<file path="config.mk">
export PLATFORM = sky130hd
export DESIGN_NAME = riscv_prefetch_ctrl
export DESIGN_NICKNAME = d
export VERILOG_FILES = /design/src/rtl/riscv_prefetch_ctrl.sv
export SDC_FILE = /design/constraint.sdc
export NUM_CORES = 1
export LEC_CHECK = 0
export BUFFER_PORTS_ARGS = -buffer_cell sky130_fd_sc_hd__buf_2
export CAP_MARGIN = 20
export CORE_MARGIN = 2
export CORE_UTILIZATION = 40
export CTS_CLUSTER_DIAMETER = 30
export CTS_CLUSTER_SIZE = 8
export DETAILED_ROUTE_END_ITERATION = 10
export PLACE_DENSITY = 0.61
export SKIP_CTS_REPAIR_TIMING = 1
export SLEW_MARGIN = 40
export SYNTH_ARGS = -nofsm -noshare
export SYNTH_HDL_FRONTEND = slang
export SYNTH_SLANG_ARGS = --single-unit
</file>
<file path="constraint.sdc">
create_clock -name clk -period 6.65 [get_ports clk]
set_input_delay 0.665 -clock clk [delete_from_list [all_inputs] [get_ports clk]]
set_output_delay 0.665 -clock clk [all_outputs]
set_load 0.03 [all_outputs]
</file>
<file path="src/rtl/riscv_prefetch_ctrl.sv">
// riscv_prefetch_ctrl: IF-stage prefetcher issuing word fetches over req/gnt/rvalid
// into a DEPTH-entry FIFO; ports: clk/rst_n, req/branch control, instr_* bus, fetch_* aligner side.
module riscv_prefetch_ctrl #(
  parameter int          DEPTH     = 4,
  parameter logic [31:0] BOOT_ADDR = 32'h0000_0000
) (
  input  logic        clk,
  input  logic        rst_n,
  input  logic        req_i,
  input  logic        branch_i,
  input  logic [31:0] branch_addr_i,
  output logic        instr_req_o,
  output logic [31:0] instr_addr_o,
  input  logic        instr_gnt_i,
  input  logic        instr_rvalid_i,
  input  logic [31:0] instr_rdata_i,
  output logic        fetch_valid_o,
  output logic [31:0] fetch_rdata_o,
  input  logic        fetch_ready_i,
  input  logic        raw_instr_hold_i
);

  localparam int PW = $clog2(DEPTH);
  localparam int CW = PW + 1;
  localparam logic [CW-1:0] ONE  = CW'(1);
  localparam logic [CW-1:0] ZERO = '0;
  localparam logic [CW-1:0] FULL = CW'(DEPTH);
  localparam logic [CW:0]   CAP  = (CW+1)'(DEPTH);
  localparam logic [PW-1:0] PONE = PW'(1);
  localparam logic [31:0]   BOOT = BOOT_ADDR & ~32'h3;

  typedef enum logic [1:0] {IDLE, REQ, FLUSH_WAIT} state_t;

  state_t        state;
  logic [31:0]   fetch_addr;
  logic [31:0]   tgt_addr;
  logic [31:0]   br_tgt;
  logic [CW-1:0] out_cnt, disc_cnt, fifo_cnt;
  logic [CW-1:0] out_nxt, disc_nxt, fifo_nxt;
  logic [PW-1:0] rd_ptr, wr_ptr;
  logic [31:0]   buf_q [DEPTH];
  logic          gnt_fire, push, pop;
  logic          sp_now, sp_next;

  assign br_tgt   = branch_addr_i & ~32'h3;
  assign gnt_fire = instr_req_o & instr_gnt_i;
  assign push     = instr_rvalid_i & (disc_cnt == ZERO) & ~branch_i;
  assign pop      = fetch_valid_o & fetch_ready_i
                  & ~raw_instr_hold_i & ~branch_i;

  assign instr_addr_o  = fetch_addr;
  assign fetch_valid_o = (fifo_cnt != ZERO);
  assign fetch_rdata_o = fetch_valid_o ? buf_q[rd_ptr] : '0;

  always_comb begin
    out_nxt  = out_cnt + (gnt_fire ? ONE : ZERO)
             - (instr_rvalid_i ? ONE : ZERO);
    disc_nxt = disc_cnt;
    fifo_nxt = ZERO;
    if (branch_i) begin
      disc_nxt = out_nxt;
    end else begin
      if (instr_rvalid_i && disc_cnt != ZERO)
        disc_nxt = disc_nxt - ONE;
      // the request held through a flush is stale once granted
      if (state == FLUSH_WAIT && gnt_fire)
        disc_nxt = disc_nxt + ONE;
      fifo_nxt = fifo_cnt + (push ? ONE : ZERO)
               - (pop ? ONE : ZERO);
    end
  end

  assign sp_now  = ({1'b0, fifo_cnt} + {1'b0, out_cnt}) < CAP;
  assign sp_next = ({1'b0, fifo_nxt} + {1'b0, out_nxt}) < CAP;

  always_ff @(posedge clk or negedge rst_n) begin
    if (!rst_n) begin
      state       <= IDLE;
      instr_req_o <= 1'b0;
      fetch_addr  <= BOOT;
      tgt_addr    <= BOOT;
      out_cnt     <= ZERO;
      disc_cnt    <= ZERO;
      fifo_cnt    <= ZERO;
      rd_ptr      <= '0;
      wr_ptr      <= '0;
    end else begin
      out_cnt  <= out_nxt;
      disc_cnt <= disc_nxt;
      fifo_cnt <= fifo_nxt;
      if (branch_i) begin
        rd_ptr <= '0;
        wr_ptr <= '0;
      end else begin
        if (push) wr_ptr <= wr_ptr + PONE;
        if (pop)  rd_ptr <= rd_ptr + PONE;
      end
      unique case (state)
        IDLE: begin
          if (branch_i) fetch_addr <= br_tgt;
          if (req_i && (branch_i ? sp_next : sp_now)) begin
            state       <= REQ;
            instr_req_o <= 1'b1;
          end
        end
        REQ: begin
          if (branch_i && !instr_gnt_i) begin
            // bus request cannot be retracted; park the target
            state    <= FLUSH_WAIT;
            tgt_addr <= br_tgt;
          end else if (branch_i || instr_gnt_i) begin
            fetch_addr <= branch_i ? br_tgt : fetch_addr + 32'd4;
            if (!(req_i && sp_next)) begin
              state       <= IDLE;
              instr_req_o <= 1'b0;
            end
          end
        end
        FLUSH_WAIT: begin
          if (branch_i) tgt_addr <= br_tgt;
          if (instr_gnt_i) begin
            fetch_addr <= branch_i ? br_tgt : tgt_addr;
            if (req_i && sp_next) begin
              state <= REQ;
            end else begin
              state       <= IDLE;
              instr_req_o <= 1'b0;
            end
          end
        end
        default: begin
          state       <= IDLE;
          instr_req_o <= 1'b0;
        end
      endcase
    end
  end

  always_ff @(posedge clk) begin
    if (push) buf_q[wr_ptr] <= instr_rdata_i;
  end

  a_no_ovf: assert property (@(posedge clk) disable iff (!rst_n)
    !(push && fifo_cnt == FULL));
  a_no_unf: assert property (@(posedge clk) disable iff (!rst_n)
    !(instr_rvalid_i && out_cnt == ZERO));

endmodule

</file>
==> run_results.csv, run 1 <==
group,metric,value,unit
outcome,outcome,"finished clean",
yosys,synth_top_family_by_area,"multiplexers",
route,num_vias,6484,
yosys,synth_xor_area_share,1.36,%
power,powerDensity,503,nW/um^2
power,p_int,4.01,mW
yosys,synth.area.top_cells,"edfxtp_1, dfrtp_1, mux4_2",
power,power_switching_share,35.1,%
yosys,yosysSeqAreaShare,60.5,%
layout,area_delta_synth_final,27.0,%
power,p_clk_share,37.7,%
yosys,synth_cell_types,67,
worst_setup_path,path_class,"reg -> reg",
timing,setup_viol,0,
timing,fin_crit,4300,ps
layout,layout.cells.non_filler,1207,
global_routing,grt_max_degree,59,
route,wirelength,22.5,mm
yosys,synth_seq_cells,208,
layout,num-fill-cells,2004,
timing,rsz0062_at_grt,"no",
placement,gp_congestion,0.784,
worst_setup_path,cp-start-kind,"flop",
yosys,async_reset_ff_share,38.5,%
cts,cts_sinks,208,
cts,cts_buffers,46,
layout,drive_gt1_share,32.7,%
worst_setup_path,crit_path_cell_trace,"nor3_2, buf_4, nor3b_1, and2_1, ha_1, inv_1, ha_1, fa_1, xnor2_1, nor2_1, ha_1, nor4b_1, a21boi_1, a21oi_1, o211ai_1, mux2_2",
placement,dp.cells,1123,
yosys,syn_nets,793,
power,pwr-share-comb,31.8,%
placement,dp_hpwl,14.1,mm
route,post_drt_wl_per_cell,18.6,um
cts,h-tree-depth,2,
die,die_area,25400,sq um
yosys,synth_adder_area_share,3.00,%
yosys,yosysTopAreaCellShare,39.8,%
timing,slew_headroom,48.3,%
power,seqPwrFrac,30.5,%
route,antenna_left,0,
yosys,synthesis.area,9670,sq um
yosys,yosys.area_share.simple,9.90,%
layout,nNetsFinal,946,
power,ir_worst_vdd,233,uV
die,fp-row-count,56,
worst_setup_path,end_kind,"flop",
route,firstDrtPassIters,4,
yosys,synthMuxAreaShare,11.8,%
worst_hold_path,hp-class,"in -> async",
route,drt-initial-drc-count,486,
yosys,yosysMostFrequentCell,"edfxtp_1",
power,leakage,4.74,nW
timing,fin_skew,17.5,ps
die,ioPinCount,138,
cts,clkTransAtPathRegs,50,ps
worst_setup_path,path_max_fanout,34,
flow_run,drv_cap,0,
global_routing,grt-ovfl-total,0,
die,core-area,23600,sq um
worst_setup_path,cpMaxStageDelayCell,"nor3b_1",
die,die-height,159,um
worst_setup_path,arrival,4700,ps
yosys,netlist_instances,699,
timing,worst_pin_slew,770,ps
global_routing,grt_pass1_vias,6489,
cts,cts_tree,"yes",
worst_setup_path,cpPeakStageDelay,600,ps
worst_setup_path,crit_top_cell,"ha_1",
placement,port_buffers,135,
route,viasPerCell,5.37,
timing,setup-tns-final,0,ps
global_routing,track_usage,17.6,%
global_routing,antenna_found_initial,1,
cts,cts_root_buffer,"clkbuf_16",
die,fp.dieW,159,um
yosys,synth_edf_count,128,
cts,clock_latency,530,ps
yosys,synth_top_area_cell,"edfxtp_1",
timing,fmax,233,MHz
timing,finalHoldViolCount,0,
yosys,synth.avg_cell_area,13.8,sq um
yosys,synthFlopType,"edfxtp_1",
route,drc,0,
yosys,synth_commonest_cells,"edfxtp_1, dfrtp_1, nor2b_1, nand2_1, o21ai_0",
global_routing,grt_first_pass_wirelength,35.7,mm
die,start_util,40.9,%
worst_setup_path,critPathRequiredTime,7050,ps
power,power_switching,2.17,mW
cts,cts_buffer_depth,3,
timing,fin_crit_sh,64.6,%
yosys,synth_compound_area_share,10.5,%
timing,maxSlewViolCount,0,
yosys,yosysWarnings,0,
area by class of cell:
class                      instances  area, sq um  area share [%]
clock inverter                    32          457            3.72
multi-input combinational        428         3560            29.0
inverter                          22         82.6           0.672
sequential                       208         5850            47.6
tap                              319          399            3.25
clock buffer                      51         1170            9.52
antenna                            1         2.50          0.0204
timing repair buffer             146          764            6.22
metal layers:
metal	routed length, um	track usage, %	vias up
met5	0	0	-
met4	415	5.58	0
met3	1200	4.17	33
met2	10900	28.4	175
met1	10000	23.6	3245
li1	-	-	3031
cells by family after synthesis:
family / count (synthesis)
flops: 208
simple gates: 174
compound gates: 147
mux: 70
buf+inv: 63
fa+ha+maj: 22
xor+xnor: 15
flip-flops by register name, indices dropped and copies added (netlist names):
name          flops
buf_q           128
tgt_addr         32
wr_ptr            2
instr_addr_o     32
rd_ptr            2
fifo_cnt          3
instr_req_o       1
disc_cnt          3
state             2
out_cnt           3
worst max-delay path: cells and delay by family (launching register included):
family	cells	cell delay, ps
XOR/XNOR	1	160
AO/OA/AOI/OAI	3	660
adder cells (fa/ha/maj)	4	970
multiplexers	1	370
buffers and inverters	2	300
flip-flops	1	410
AND/OR/NAND/NOR	5	1290
through the flow:
step	hold WS, ps	cell area, sq um	power, mW	util [%]	setup slack, ps
2_1_floorplan	369	9670	3.32	-	2670
3_3_place_gp	461	10600	3.82	45.1	2340
3_5_place_dp	471	10700	3.87	45.1	2320
4_1_cts	37.4	12300	6.23	52.0	2330
5_1_grt	51.4	12300	6.53	52.0	1970
6_report	35.6	12300	6.18	52.0	2350
power groups by stage:
stage	clock [mW]	combinational, mW	sequential (mW)
floorplan	0	1.32	2.00
finish	2.33	1.97	1.89
detailed placement	0	1.97	1.90
global route	2.44	2.17	1.92
CTS	2.37	1.98	1.88
global placement	0	1.93	1.89
cell usage in the layout, fill, tap and decap left out, types with 20 or more instances in the layout:
cell and n:
a21oi_1 22, buf_2 134, clkbuf_16 46, dfrtp_1 79, edfxtp_1 128, inv_1 20, mux2_2 24, mux4_2 32
nand2_1 35, nor2_1 24, nor2b_1 35, o21ai_0 34
worst paths after layout:
path | from | endpoint | slack (ps) | cells past startpoint
worst max-delay path | fifo_cnt[1]$_DFF_PN0_ | state[0]$_DFFE_PN0P_ | 2350 | 16
min in group clk | instr_rdata_i[6] | buf_q[2][6]$_DFFE_PP_ | 350 | 1
worst min register to register | tgt_addr[1]$_DFFE_PN0P_ | tgt_addr[1]$_DFFE_PN0P_ | 480 | 1
max in group asynchronous | rst_n | rd_ptr[0]$_DFFE_PN0P_ | 5740 | 2
worst min-delay path | rst_n | tgt_addr[22]$_DFFE_PN0P_ | 40 | 1
worst max register to register | fifo_cnt[1]$_DFF_PN0_ | state[0]$_DFFE_PN0P_ | 2350 | 16
Power figures use the tool's default switching activity.
==> run 2: changes to the inputs <==
PLACE_DENSITY = 0.63   (was 0.61)
clock period = 3.8 ns   (was 6.65 ns; I/O delays follow)
==> run_results.csv, run 2 (synthesis results as in run 1) <==
group,metric,value,unit
outcome,outcome,"finished clean",
worst_setup_path,cpMaxStageDelayCell,"dfrtp_1",
die,die-height,159,um
placement,pre_cts_slack,-13.3,ps
route,num_vias,6637,
timing,setup-tns-final,0,ps
placement,gp_congestion,0.787,
timing,timing.final.ws_setup,168,ps
timing,fmax,275,MHz
power,powerDensity,867,nW/um^2
route,post_drt_wl_per_cell,18.5,um
die,fp-row-count,56,
global_routing,grt_first_pass_wirelength,37.1,mm
power,leakage,4.84,nW
placement,dp_hpwl,14.8,mm
route,drc,0,
worst_setup_path,cpPeakStageDelay,400,ps
worst_hold_path,hold_start,"instr_rdata_i[24]",
worst_setup_path,crit_path_cell_trace,"inv_2, ha_2, nand3b_1, nor2_2, inv_1, ha_1, inv_1, ha_1, fa_2, xnor2_1, nor2_1, ha_1, nor4b_2, a21boi_2, a21oi_1, o211ai_1, mux2_2",
route,viasPerCell,5.37,
layout,area_delta_synth_final,28.4,%
worst_setup_path,arrival,4050,ps
worst_setup_path,critPathRequiredTime,4220,ps
timing,worst_pin_slew,747,ps
timing,slew_headroom,50.2,%
layout,drive_gt1_share,34.5,%
layout,nNetsFinal,969,
worst_setup_path,path_max_fanout,3,
timing,fin_crit_sh,95.6,%
cts,h-tree-depth,2,
die,die_area,25400,sq um
timing,finalHoldViolCount,0,
route,top_layer_used,"met5",
route,antenna_left,0,
worst_setup_path,critical_path.top_delay_family,"adder cells",
route,met3_length,1.82,mm
placement,port_buffers,135,
worst_setup_path,crit_top_cell,"ha_1",
cts,cts_tree,"yes",
route,drt-initial-drc-count,485,
layout,largest_register,"buf_q",
worst_hold_path,hold_depth,1,
global_routing,track_usage,18.0,%
global_routing,antenna_found_initial,3,
worst_hold_path,hold_path_end,"buf_q[0][24]$_DFFE_PP_",
worst_setup_path,cp-start-kind,"flop",
timing,setup_viol,0,
timing,holdWs,57.5,ps
layout,final_common_cell,"buf_2",
cts,clkTransAtPathRegs,40,ps
worst_setup_path,ff2ff_path_depth,17,
timing,fin_crit,3630,ps
route,met2_length,10.7,mm
route,wirelength,22.8,mm
cts,cts_buffers,47,
global_routing,grt_pass1_vias,6893,
cts,cts_root_buffer,"clkbuf_16",
layout,largest_reg_flops,128,
die,start_util,40.9,%
worst_setup_path,end_kind,"flop",
layout,num-fill-cells,1997,
worst_hold_path,hp-class,"in -> reg",
timing,fin_skew,20.4,ps
worst_setup_path,r2r_start,"disc_cnt[0]$_DFF_PN0_",
worst_setup_path,crit_buf_inv,3,
route,wirelength_met1,9.82,mm
timing,maxSlewViolCount,0,
power,ir_worst_vdd,542,uV
cts,clock_latency,540,ps
worst_setup_path,regToRegSetupSlack,170,ps
die,ioPinCount,138,
worst_setup_path,r2r-end,"state[1]$_DFFE_PN0P_",
global_routing,grt-ovfl-total,0,
layout,fin_util,52.6,%
die,fp.dieW,159,um
die,core-area,23600,sq um
worst_setup_path,path_class,"reg -> reg",
global_routing,grt_max_degree,56,
route,firstDrtPassIters,5,
layout,most-common-layout-cells,"buf_2, edfxtp_1, dfrtp_1",
flow_run,drv_cap,0,
cts,cts_buffer_depth,3,
cts,cts_sinks,208,
-- run 2: cell count changes in the layout (fill, tap and decap cells not counted), sizes merged --
cell,delta
buf,+21
dlygate4sd3,+1
clkinv,+1
clkbuf,+10
clkinvlp,-4
diode,+3
bufinv,-6
inv,+2
-- run 2: worst max-delay path by stage --
stage	startpoint	to	slack, ps	cells past startpoint
2_1_floorplan	fifo_cnt[1]$_DFF_PN0_	state[0]$_DFFE_PN0P_	100	15
3_3_place_gp	disc_cnt[0]$_DFF_PN0_	state[1]$_DFFE_PN0P_	120	17
3_5_place_dp	disc_cnt[0]$_DFF_PN0_	state[1]$_DFFE_PN0P_	-10	17
4_1_cts	disc_cnt[0]$_DFF_PN0_	state[1]$_DFFE_PN0P_	7	17
5_1_grt	disc_cnt[0]$_DFF_PN0_	state[1]$_DFFE_PN0P_	-30	17
6_report	disc_cnt[0]$_DFF_PN0_	state[1]$_DFFE_PN0P_	170	17
-- run 2: report_power, final --
part / leakage, nW / total (mW) / internal, mW / switching [mW]
sequential: 2.12 / 3.29 / 2.85 / 0.437
combinational: 1.97 / 3.64 / 1.48 / 2.17
clock: 0.751 / 3.83 / 2.57 / 1.26
total: 4.84 / 10.8 / 6.90 / 3.86
-- run 2: cell type report --
type	instances	area, sq um	share of cell area, %
inverters	22	82.6	0.665
flip-flops and latches	208	5850	47.1
well taps	319	399	3.21
multi-input cells	428	3600	29.0
diodes	4	10.0	0.0806
clock inverters	25	260	2.10
repair buffers	168	941	7.58
clock buffers	61	1280	10.3
-- run 2: layer usage --
layer  global-route usage, %  vias to the layer above
met5                       0                        -
met4                    6.49                        2
met3                    5.76                       45
met2                    29.3                      249
met1                    22.6                     3251
li1                        -                     3090
-- run 2: stage by stage --
step | area (sq um) | std cells | power [mW]
floorplan | 9670 | 699 | 5.82
global placement | 10800 | 1141 | 6.81
detailed placement | 10800 | 1141 | 6.90
CTS | 12400 | 1227 | 10.8
global route | 12400 | 1231 | 11.4
finish | 12400 | 1235 | 10.8
==> run 3: changes to the inputs <==
MAX_ROUTING_LAYER = met4   (was unset)
PLACE_DENSITY = 0.61   (was 0.63)
clock period = 3.6 ns   (was 3.8 ns; I/O delays follow)
==> run_results.csv, run 3 (synthesis results as in run 1) <==
group,metric,value,unit
global_routing,grt_first_pass_wirelength,37.3,mm
timing,fin_crit_sh,99.4,%
placement,dp_hpwl,14.8,mm
worst_setup_path,startpoint,"disc_cnt[0]$_DFF_PN0_",
worst_setup_path,cp-start-kind,"flop",
die,fp-row-count,56,
power,leakage,4.92,nW
layout,nNetsFinal,977,
worst_setup_path,critPathRequiredTime,4010,ps
worst_hold_path,hp-class,"in -> reg",
timing,finalHoldViolCount,0,
timing,timing.final.ws_setup,23.1,ps
route,antenna_left,0,
worst_setup_path,path_max_fanout,3,
worst_setup_path,end_kind,"flop",
worst_setup_path,cpMaxStageDelayCell,"dfrtp_1",
timing,slew_headroom,57.6,%
die,core-area,23600,sq um
worst_setup_path,r2r_start,"disc_cnt[0]$_DFF_PN0_",
worst_setup_path,regToRegSetupSlack,20,ps
route,drc,0,
power,seqPwrFrac,29.7,%
die,die-height,159,um
worst_setup_path,crit_path_cell_trace,"inv_2, ha_4, nand3b_1, nor2_2, inv_2, ha_4, inv_2, ha_4, fa_2, xnor2_2, nor2_2, ha_1, nor4b_2, a21boi_2, a21oi_1, o211ai_1, mux2_2",
route,viasPerCell,5.37,
cts,cts_buffers,45,
layout,layout.cells.non_filler,1237,
worst_setup_path,cpPeakStageDelay,370,ps
cts,h-tree-depth,2,
die,die_area,25400,sq um
global_routing,grt-ovfl-total,0,
layout,drive_gt1_share,35.7,%
placement,dp.cells,1152,
timing,worst_pin_slew,636,ps
outcome,outcome,"finished clean",
global_routing,antenna_found_initial,4,
timing,rsz0062_at_grt,"yes",
route,wirelength,23.0,mm
cts,cts_buffer_depth,3,
worst_setup_path,crit_buf_inv,3,
cts,cts_tree,"yes",
layout,largest_reg_flops,128,
cts,cts_root_buffer,"clkbuf_16",
global_routing,grt_max_degree,40,
route,post_drt_wl_per_cell,18.6,um
cts,cts_sinks,208,
die,fp.dieW,159,um
worst_setup_path,arrival,3990,ps
layout,final_common_cell,"buf_2",
global_routing,grt_pass1_vias,6980,
placement,port_buffers,135,
layout,area_delta_synth_final,29.9,%
layout,largest_register,"buf_q",
die,start_util,40.9,%
worst_setup_path,path_class,"reg -> reg",
cts,clkTransAtPathRegs,40,ps
timing,setup_viol,0,
route,num_vias,6639,
layout,most-common-layout-cells,"buf_2, edfxtp_1, dfrtp_1",
timing,fmax,280,MHz
power,power_switching,4.04,mW
timing,maxSlewViolCount,0,
placement,gp_congestion,0.790,
power,p_clk_share,36.3,%
cts,clock_latency,540,ps
die,ioPinCount,138,
timing,fin_skew,19.9,ps
power,power_switching_share,34.7,%
power,pwr-share-comb,34.0,%
flow_run,drv_cap,0,
power,powerDensity,927,nW/um^2
worst_setup_path,critical_path.top_delay_family,"adder cells",
power,ir_worst_vdd,542,uV
route,drt-initial-drc-count,439,
placement,pre_cts_slack,-113,ps
worst_hold_path,hold_start,"instr_rdata_i[16]",
power,p_int,7.61,mW
global_routing,track_usage,18.7,%
timing,fin_crit,3580,ps
route,firstDrtPassIters,5,
## run 3: cell count changes in the layout (fill, tap and decap cells not counted), sizes merged
| cell | before | now |
|---|---|---|
| clkinvlp | 3 | 0 |
| bufinv | 3 | 8 |
| buf | 167 | 177 |
| clkbuf | 61 | 54 |
| diode | 4 | 5 |
| clkinv | 18 | 15 |
| inv | 23 | 22 |
## run 3: worst register-to-register path, stage by stage, from the launching register on
cell and delay, ps:
dfrtp_1 370, inv_2 80, ha_4 130, nand3b_1 100, nor2_2 160, inv_2 60, ha_4 260, inv_2 40
ha_4 150, fa_2 370, xnor2_2 140, nor2_2 130, ha_1 240, nor4b_2 280, a21boi_2 230, a21oi_1 80
o211ai_1 290, mux2_2 370
## run 3: per-layer routing
metal | track usage (%) | vias up | share of wire, %
met5 | - | - | 0
met4 | 6.45 | 0 | 2.4
met3 | 4.66 | 44 | 6.3
met2 | 29.7 | 208 | 48
met1 | 23.6 | 3298 | 43
li1 | - | 3089 | -
## run 3: worst paths after layout
path | cells past startpoint | endpoint
max | 17 | state[0]$_DFFE_PN0P_
min | 1 | buf_q[2][16]$_DFFE_PP_
max reg2reg | 17 | state[0]$_DFFE_PN0P_
min reg2reg | 2 | instr_addr_o[1]$_DFFE_PN0P_
max in group asynchronous | 3 | tgt_addr[25]$_DFFE_PN0P_
min in group asynchronous | 2 | instr_addr_o[16]$_DFFE_PN0P_
## run 3: cell type report
type / count / area, sq um
Clock buffer: 54 / 1220
Tap cell: 319 / 399
Inverter: 22 / 82.6
Multi-Input combinational cell: 428 / 3640
Clock inverter: 23 / 362
Sequential cell: 208 / 5850
Timing Repair Buffer: 178 / 1000
Antenna cell: 5 / 12.5
Fill cell: 2016 / 11000
## run 3: power by group through the flow
stage	clock network [mW]	registers, mW	logic (mW)
final	4.23	3.46	3.95
after floorplan	0	3.70	2.45
after CTS	4.31	3.45	3.92
after global routing	4.43	3.53	4.35
after global placement	0	3.47	3.83
after detailed placement	0	3.48	3.91
## run 3: through the flow
step,util (%),hold slack (ps),setup TNS (ps),total power [mW],cell area [sq um]
after floorplan,-,64.4,0,6.15,9690
after global placement,46.0,382,-88.2,7.30,10900
after detailed placement,46.1,385,-222,7.39,10900
after CTS,52.8,-179,-216,11.7,12500
after global routing,53.2,31.0,-302,12.3,12600
final,53.2,44.3,0,11.6,12600
